$ cat src/rtl/exu_dispatch.sv
// Dispatch controller between decode and the execution units. It blocks on hazards
// against outstanding long-latency writes, which are tracked in an in-order OITF.
module exu_dispatch #(
  parameter int OITF_DEPTH = 2,
  parameter int PTR_W      = 1,
  parameter int GRP_W      = 2,
  parameter int RFIDX_W    = 5,
  parameter logic [GRP_W-1:0] GRP_ALU    = 2'd0,
  parameter logic [GRP_W-1:0] GRP_BJP    = 2'd1,
  parameter logic [GRP_W-1:0] GRP_MULDIV = 2'd2,
  parameter logic [GRP_W-1:0] GRP_AGU    = 2'd3
) (
  input  logic               clk,
  input  logic               rst_n,
  input  logic               i_valid,
  output logic               i_ready,
  input  logic [GRP_W-1:0]   i_grp,
  input  logic               i_load,
  input  logic               i_illegal,
  input  logic               i_rs1en,
  input  logic               i_rs2en,
  input  logic               i_rdwen,
  input  logic [RFIDX_W-1:0] i_rs1idx,
  input  logic [RFIDX_W-1:0] i_rs2idx,
  input  logic [RFIDX_W-1:0] i_rdidx,
  input  logic               i_flush,
  output logic               o_alu_valid,
  input  logic               i_alu_ready,
  output logic               o_bjp_valid,
  input  logic               i_bjp_ready,
  output logic               o_mdv_valid,
  input  logic               i_mdv_ready,
  output logic               o_agu_valid,
  input  logic               i_agu_ready,
  output logic [PTR_W-1:0]   o_disp_ptr,
  input  logic               i_ret_valid,
  output logic               o_oitf_empty,
  output logic               o_illegal_evt,
  output logic               o_oitf_err,
  output logic [31:0]        o_stall_cnt
);

  logic [OITF_DEPTH-1:0] ent_vld_r;
  logic [RFIDX_W-1:0]    ent_idx_r [OITF_DEPTH];
  logic [PTR_W:0]        wr_ptr_r;
  logic [PTR_W:0]        rd_ptr_r;

  logic empty_s, full_s, long_s, hazard_s, block_s, disp_ok_s;
  logic alloc_s, retire_s, stall_inc_s;

  // Pointers carry an extra wrap bit so full and empty are distinguishable.
  assign empty_s = (wr_ptr_r == rd_ptr_r);
  assign full_s  = (wr_ptr_r[PTR_W] != rd_ptr_r[PTR_W]) &&
                   (wr_ptr_r[PTR_W-1:0] == rd_ptr_r[PTR_W-1:0]);
  assign long_s  = (i_grp == GRP_MULDIV) | ((i_grp == GRP_AGU) & i_load);

  // RAW/WAW match against every pending entry; the retiring one is not bypassed.
  always_comb begin
    hazard_s = 1'b0;
    for (int i = 0; i < OITF_DEPTH; i++) begin
      if (ent_vld_r[i] && ((i_rs1en && (ent_idx_r[i] == i_rs1idx)) ||
                           (i_rs2en && (ent_idx_r[i] == i_rs2idx)) ||
                           (i_rdwen && (ent_idx_r[i] == i_rdidx)))) begin
        hazard_s = 1'b1;
      end else begin
        hazard_s = hazard_s;
      end
    end
  end

  assign block_s   = i_flush | hazard_s | (long_s & i_rdwen & full_s);
  assign disp_ok_s = rst_n & i_valid & ~i_illegal & ~block_s;

  assign o_alu_valid = disp_ok_s & (i_grp == GRP_ALU);
  assign o_bjp_valid = disp_ok_s & (i_grp == GRP_BJP);
  assign o_mdv_valid = disp_ok_s & (i_grp == GRP_MULDIV);
  assign o_agu_valid = disp_ok_s & (i_grp == GRP_AGU);

  assign o_illegal_evt = rst_n & i_valid & i_illegal & ~i_flush;
  assign i_ready = (o_alu_valid & i_alu_ready) | (o_bjp_valid & i_bjp_ready) |
                   (o_mdv_valid & i_mdv_ready) | (o_agu_valid & i_agu_ready) |
                   o_illegal_evt;

  assign alloc_s     = ((o_mdv_valid & i_mdv_ready) |
                        (o_agu_valid & i_agu_ready & i_load)) & i_rdwen;
  assign retire_s    = i_ret_valid & ~empty_s;
  assign stall_inc_s = rst_n & i_valid & ~i_illegal & ~i_flush & block_s;

  assign o_disp_ptr   = wr_ptr_r[PTR_W-1:0];
  assign o_oitf_empty = empty_s;

  // OITF storage and pointers; alloc and retire never target the same slot.
  always_ff @(posedge clk) begin
    if (!rst_n) begin
      ent_vld_r <= '0;
      wr_ptr_r  <= '0;
      rd_ptr_r  <= '0;
      for (int i = 0; i < OITF_DEPTH; i++) begin
        ent_idx_r[i] <= '0;
      end
    end else begin
      if (retire_s) begin
        ent_vld_r[rd_ptr_r[PTR_W-1:0]] <= 1'b0;
        rd_ptr_r <= rd_ptr_r + (PTR_W+1)'(1);
      end else begin
        rd_ptr_r <= rd_ptr_r;
      end
      if (alloc_s) begin
        ent_vld_r[wr_ptr_r[PTR_W-1:0]] <= 1'b1;
        ent_idx_r[wr_ptr_r[PTR_W-1:0]] <= i_rdidx;
        wr_ptr_r <= wr_ptr_r + (PTR_W+1)'(1);
      end else begin
        wr_ptr_r <= wr_ptr_r;
      end
    end
  end

  // Sticky retire-underflow flag and saturating stall counter.
  always_ff @(posedge clk) begin
    if (!rst_n) begin
      o_oitf_err  <= 1'b0;
      o_stall_cnt <= 32'd0;
    end else begin
      if (i_ret_valid && empty_s) begin
        o_oitf_err <= 1'b1;
      end else begin
        o_oitf_err <= o_oitf_err;
      end
      if (stall_inc_s && (o_stall_cnt != 32'hFFFF_FFFF)) begin
        o_stall_cnt <= o_stall_cnt + 32'd1;
      end else begin
        o_stall_cnt <= o_stall_cnt;
      end
    end
  end

endmodule

$ cat config.mk
export PLATFORM = sky130hd
export DESIGN_NAME = exu_dispatch
export DESIGN_NICKNAME = d
export VERILOG_FILES = /design/src/rtl/exu_dispatch.sv
export SDC_FILE = /design/constraint.sdc
export NUM_CORES = 1
export LEC_CHECK = 0
export CAP_MARGIN = 20
export CORE_ASPECT_RATIO = 0.6
export CORE_MARGIN = 2
export CORE_UTILIZATION = 40
export DETAILED_ROUTE_END_ITERATION = 12
export PLACE_DENSITY = 0.69
export SLEW_MARGIN = 20
export SYNTH_ARGS = -nofsm -noshare
export SYNTH_HDL_FRONTEND = slang
export SYNTH_SLANG_ARGS = --single-unit
$ cat constraint.sdc
create_clock -name clk -period 3 [get_ports clk]
set_input_delay 0.6 -clock clk [delete_from_list [all_inputs] [get_ports clk]]
set_output_delay 0.6 -clock clk [all_outputs]
set_load 0.05 [all_outputs]
### Yosys cells after proc, flatten, opt, wreduce, memory -nomap -nowiden

Memories as Yosys holds them, arrays and structs flattened.
Cells that the tools add are included.
Widths: inputs -> output; s select.

| cells by class | value |
|---|---|
| divide/modulo/power cells | 0 |
| shift operators | 0 |
| magnitude comparators | 4 |
| add/subtract/negate cells | 3 |
| multipliers | 0 |
| multiplexer cells | 16 |
| bitwise gates (word level) | 36 |
| eq/ne operators | 13 |
| reductions and logical operators | 19 |

Operators with widths:

| operator | count |
|---|---|
| $add 32x1->32 const B | 1 |
| $ne 32x32->1 const B | 1 |
| $eq 5x5->1 | 6 |
| $and 1x1->1 | 21 |
| $logic_and 1x1->1 | 13 |
| $mux 1 | 10 |
| $or 1x1->1 | 8 |
| $mux 2 | 3 |
| $mux 5 | 1 |
| $reduce_or 5->1 | 1 |
| $add 2x1->2 const B | 2 |
| $eq 2x2->1 const B | 2 |
| $logic_or 1x1->1 | 4 |
| $lt 1x2->1 const B | 2 |
| $not 1->1 | 4 |
| $and 2x2->2 | 1 |
| $demux 1 s1 | 2 |
| $eq 2x1->1 const B | 1 |
| $eq 2x2->1 | 1 |
| $ge 1x1->1 const B | 2 |
| $logic_not 2->1 | 1 |
| $not 2->2 | 1 |
| $or 2x2->2 | 1 |
| $eq 1x1->1 | 1 |
| $ne 1x1->1 | 1 |

| word-level totals | value |
|---|---|
| memories | 1 |
| flip-flop bits (word level) | 39 |
| memory bits (read-only) | 0 |
| bits in latches | 0 |
| output and inout port bits | 41 |
| RAM bits | 10 |
| input port bits | 31 |

Memory list:

| memory | depth | width | rd ports | clocked after Yosys merged registers in | wr ports | line | source |
|---|---|---|---|---|---|---|---|
| ent_idx_r | 2 | 5 | 2 | 0 | 2 | 44 | `logic [RFIDX_W-1:0] ent_idx_r [OITF_DEPTH];` |

### Longest topological paths before layout

| depth | value |
|---|---|
| word-level depth | 21 |
| depth in mapped cells | 9 |
| depth with buffers taken out | 7 |

### Least setup slack after synthesis

No wires, ideal clock.

| path | value |
|---|---|
| path type | reg2out |
| from | reg wr_ptr_r[0] |
| to | out o_mdv_valid |
| cell stages (with the launch flop) | 8 |
| data required time | 2400 ps |
| arrival time | 2974 ps |
| slack | -574 ps |
| cells stage by stage | dfxtp_1 -> xor2_1 -> o41ai_2 -> nor3_2 -> buf_4 -> buf_4 -> nand2_1 -> nor3b_1 |

| between the ends | value |
|---|---|
| cells in the longest elaborated chain, start to end | 7 |

Ends and longest elaborated chain:

| item | line | source |
|---|---|---|
| from (decl) | 45 | `logic [PTR_W:0] wr_ptr_r;` |
| from (signal assigned) | 111 | `wr_ptr_r <= wr_ptr_r + (PTR_W+1)'(1);` |
| from (signal assigned) | 113 | `wr_ptr_r <= wr_ptr_r;` |
| $eq 1x1->1 | 54 | `(wr_ptr_r[PTR_W-1:0] == rd_ptr_r[PTR_W-1:0]);` |
| $logic_and 1x1->1 | 53 | `assign full_s = (wr_ptr_r[PTR_W] != rd_ptr_r[PTR_W]) &&` |
| $and 1x1->1 | 71 | `assign block_s = i_flush \| hazard_s \| (long_s & i_rdwen & full_s);` |
| $or 1x1->1 | 71 |  |
| $not 1->1 | 72 | `assign disp_ok_s = rst_n & i_valid & ~i_illegal & ~block_s;` |
| $and 1x1->1 | 72 |  |
| $and 1x1->1 | 76 | `assign o_mdv_valid = disp_ok_s & (i_grp == GRP_MULDIV);` |
| to (decl) | 31 | `output logic o_mdv_valid,` |

No other way between the ends.

### Worst setup path after layout

| path | value |
|---|---|
| from | in i_rs1idx[4] |
| to | out i_ready |

| between the ends | value |
|---|---|
| cells in the longest elaborated chain, start to end | 17 |
| elaborated cells on any way between the ends | 28 |
| classes of those cells | eq/ne (2); mux (2); bitwise (16); reduce/logical (8) |

Ends and longest elaborated chain:

| item | line | source |
|---|---|---|
| from (decl) | 23 | `input logic [RFIDX_W-1:0] i_rs1idx,` |
| $eq 5x5->1 | 61 | `if (ent_vld_r[i] && ((i_rs1en && (ent_idx_r[i] == i_rs1idx)) \|\|` |
| $logic_and 1x1->1 | 61 |  |
| $logic_or 1x1->1 | 61 |  |
| $logic_or 1x1->1 | 62 | `(i_rs2en && (ent_idx_r[i] == i_rs2idx)) \|\|` |
| $logic_and 1x1->1 | 61 |  |
| $mux 1 | 61 |  |
| $mux 1 * | 61 |  |
| $or 1x1->1 * (2 in a row) | 71 |  |
| $not 1->1 * | 72 |  |
| $and 1x1->1 * | 72 |  |
| $and 1x1->1 (on tied branches) | 74, 75 |  |
| $and 1x1->1 | 80 | `assign i_ready = (o_alu_valid & i_alu_ready) \| (o_bjp_valid & i_bjp_ready) \|` |
| $or 1x1->1 (2 in a row) | 80 |  |
| $or 1x1->1 * (2 in a row) | 81 | `(o_mdv_valid & i_mdv_ready) \| (o_agu_valid & i_agu_ready) \|` |
| to (decl) | 16 | `output logic i_ready,` |

Every way passes the cells marked *; elsewhere a longest branch is shown, timed or not.

==> reports/metrics.cfg <==
[yosys]
synth_ff_type = dfxtp_1
synth_edf_count = 10
synth_area_leaders = dfxtp_1 (27%), edfxtp_1 (10%), xor2_1 (6.6%), mux2i_1 (6.5%), nand2_1 (4.8%)
synth_nets = 352
syn_area_um2 = 2910
synthArstFlopShare_pct = 0
ys_ff_latch = 49
synth_largest_area_cell = dfxtp_1
ys_seq_area_share_pct = 37.1
yosys_warnings = 0
synth_top_area_share_pct = 26.8
yosysUniqueCellTypes = 47
synth_cells = 320
avgSynthCellArea_um2 = 9.09

[place]
detailed_place_hpwl_um = 6260
place_area_um2 = 3880
portBuffers = 71
gp_congestion = 0.850
dp_slack_ps = -151
numPlacedInstances = 486

[routing]
top_layer = met4
drc_errors = 0
wl_met1_um = 4170
drtPass1Iterations = 4
via_count = 2770
post_drt_wl_per_cell_um = 16.7
wl_met3_um = 568
dr_wl_met2_um = 3470
detail-route-antenna-nets = 0
drt_first_iter_violations = 134
drt-vias-per-instance = 5.55
wl_um = 8310

[sta]
layout_setup_ws_ps = 66.5
setup-violations-final = 0
worst_pin_slew_ps = 510
finalHoldViolCount = 0
hold_slack_ps = 464
fmax_mhz = 341
layout_min_cycle_time_ps = 2930
slew_headroom_pct = 65.9
fin_worst_skew_ps = 9.36
drv_slew = 0
post-route-period-util_pct = 97.8
final.setup.tns_ps = 0

[pwr]
leakagePower_nw = 1.49
power.density_nw_per_um2 = 358
total_power_mw = 1.47
switching_power_uw = 338
p_comb_share_pct = 10.2
clkPwrFrac_pct = 43.1
vdd_drop_max_uv = 226
p_int_mw = 1.13
switching_share_pct = 23.0
pwr-share-seq_pct = 46.6

[setup_path]
crit_type = in2out
cp_slowest_cell = nor4_1
path_max_fanout = 6
reg2reg_from = ent_idx_r[1][1]
required_ps = 2400
reg2reg_to = o_stall_cnt[25]
slowest_delay_ps = 320
end_kind = output pin
r2r_cells = 11
r2r_setup_slack_ps = 250
cp.arrival_ps = 2330
cp-start-kind = input pin
path_cells = dlygate4sd2_1 -> xor2_1 -> nor4_1 -> nand4_1 -> o41ai_4 -> nor3_4 -> buf_4 -> a31o_2 -> buf_12

[cells_and_area]
antenna_cells = 0
fin_cells = 499
final_common_cell = clkdlybuf4s50_1
final_cell_area_um2 = 4110
final_core_util_pct = 57.5
syn_to_final_growth_pct = 41.2
nFillCells = 638
layout-drive-gt1-share_pct = 14.7
fin_nets = 439
final_cell_mix = clkdlybuf4s50_1 (52), dfxtp_1 (39), nand2_1 (36)

[min_path]
hold_depth = 2
min-delay-start = o_oitf_err
holdPathEnd = o_oitf_err
hp-class = reg2reg

[cts]
clock_sinks = 49
insertion_delay_ps = 300
cts_root_buf = clkbuf_16
cts_buffers = 5
cts_tree = yes
htreeDepth = 2
clkTransAtPathRegs_ps = 70
hold_buffers = 0
cts_buffer_depth = 2

[status]
outcome = completed

[floorplanning]
initial_core_util_pct = 40.7
die_area_um2 = 8000
fp-row-count = 24
io_pins = 72
die_h_um = 70.1
die_w_um = 114
coreArea_um2 = 7150

[global_routing]
overflow = 0
grt_usage_pct = 21.9
grt_pass1_wl_um = 13700
grt_pass1_vias = 2637
grt_max_degree = 46
antenna_found_initial = 0

[run]
maxCapViolations = 0

-- worst max path at each step --
stage,start,endpoint,cells past startpoint,slack (ps)
CTS,i_rdidx[0],o_bjp_valid,8,40
floorplan,wr_ptr_r[0],o_mdv_valid,7,-120
finish,i_rs1idx[4],i_ready,9,70
global route,i_rs1idx[2],o_mdv_valid,8,-10
detailed placement,i_rdidx[4],o_stall_cnt[8],10,-150
global placement,i_rdidx[4],o_agu_valid,9,-60
-- state kept, by name, summed over array words and instances, names as in the netlist --
register and cells:
o_stall_cnt 32, wr_ptr_r 2, rd_ptr_r 2, o_oitf_err 1, ent_idx_r 10, ent_vld_r 2
-- synthesized netlist by cell type (8+ instances only) --
cell / count
a21oi_1: 13
and2_1: 11
dfxtp_1: 39
edfxtp_1: 10
mux2i_1: 19
nand2_1: 37
nand2b_1: 18
nand3_1: 12
nand4_1: 17
nor4_1: 14
or4_1: 8
xnor2_1: 11
xor2_1: 22
-- critical path, delay by kind of cell --
| kind | cells | cell delay [ps] |
|---|---|---|
| AO/OA/AOI/OAI | 2 | 350 |
| XOR/XNOR | 1 | 160 |
| AND/OR/NAND/NOR | 3 | 650 |
| buffers and inverters | 3 | 570 |
-- area by class of cell --
class / instances / area, um^2 / area share, %
inverters: 2 / 7.51 / 0.183
repair buffers: 93 / 923 / 22.5
flip-flops and latches: 49 / 1080 / 26.3
clock buffers: 7 / 164 / 3.99
clock inverters: 1 / 7.51 / 0.183
well taps: 91 / 114 / 2.77
multi-input cells: 256 / 1810 / 44.1
-- repair_timing --
| action | CTS | global route |
|---|---|---|
| endpoints found under the setup margin | 5 | 6 |
| resized for setup | 16 | 4 |
| setup buffers | 4 | 1 |
| pin swaps | 10 | 2 |
| endpoints found under the hold margin | 0 | 0 |
-- layer usage --
metal  vias up  GRT usage, %
met3         9          4.86
met2        64          30.5
met4         0          6.37
li1       1365             -
met1      1332          33.6
met5         -             0
-- kinds of logic (layout without fill, tap and decap cells) --
logic type      after synthesis  in the layout  synth area share [%]
buf+inv                      15            103                  2.67
fa+ha+maj                     1              1                 0.430
mux                          20             20                  7.31
flops                        49             49                  37.1
simple gates                164            164                  33.8
xor+xnor                     33             33                  9.93
compound gates               38             38                  8.73
-- power by group through the flow --
stage,clock network (mW),logic (mW),registers (mW)
after floorplan,0,0.0654,0.701
after global placement,0,0.151,0.700
after detailed placement,0,0.153,0.701
after CTS,0.646,0.149,0.686
after global routing,0.669,0.163,0.687
final,0.634,0.151,0.686
Power figures use the tool's default switching activity.
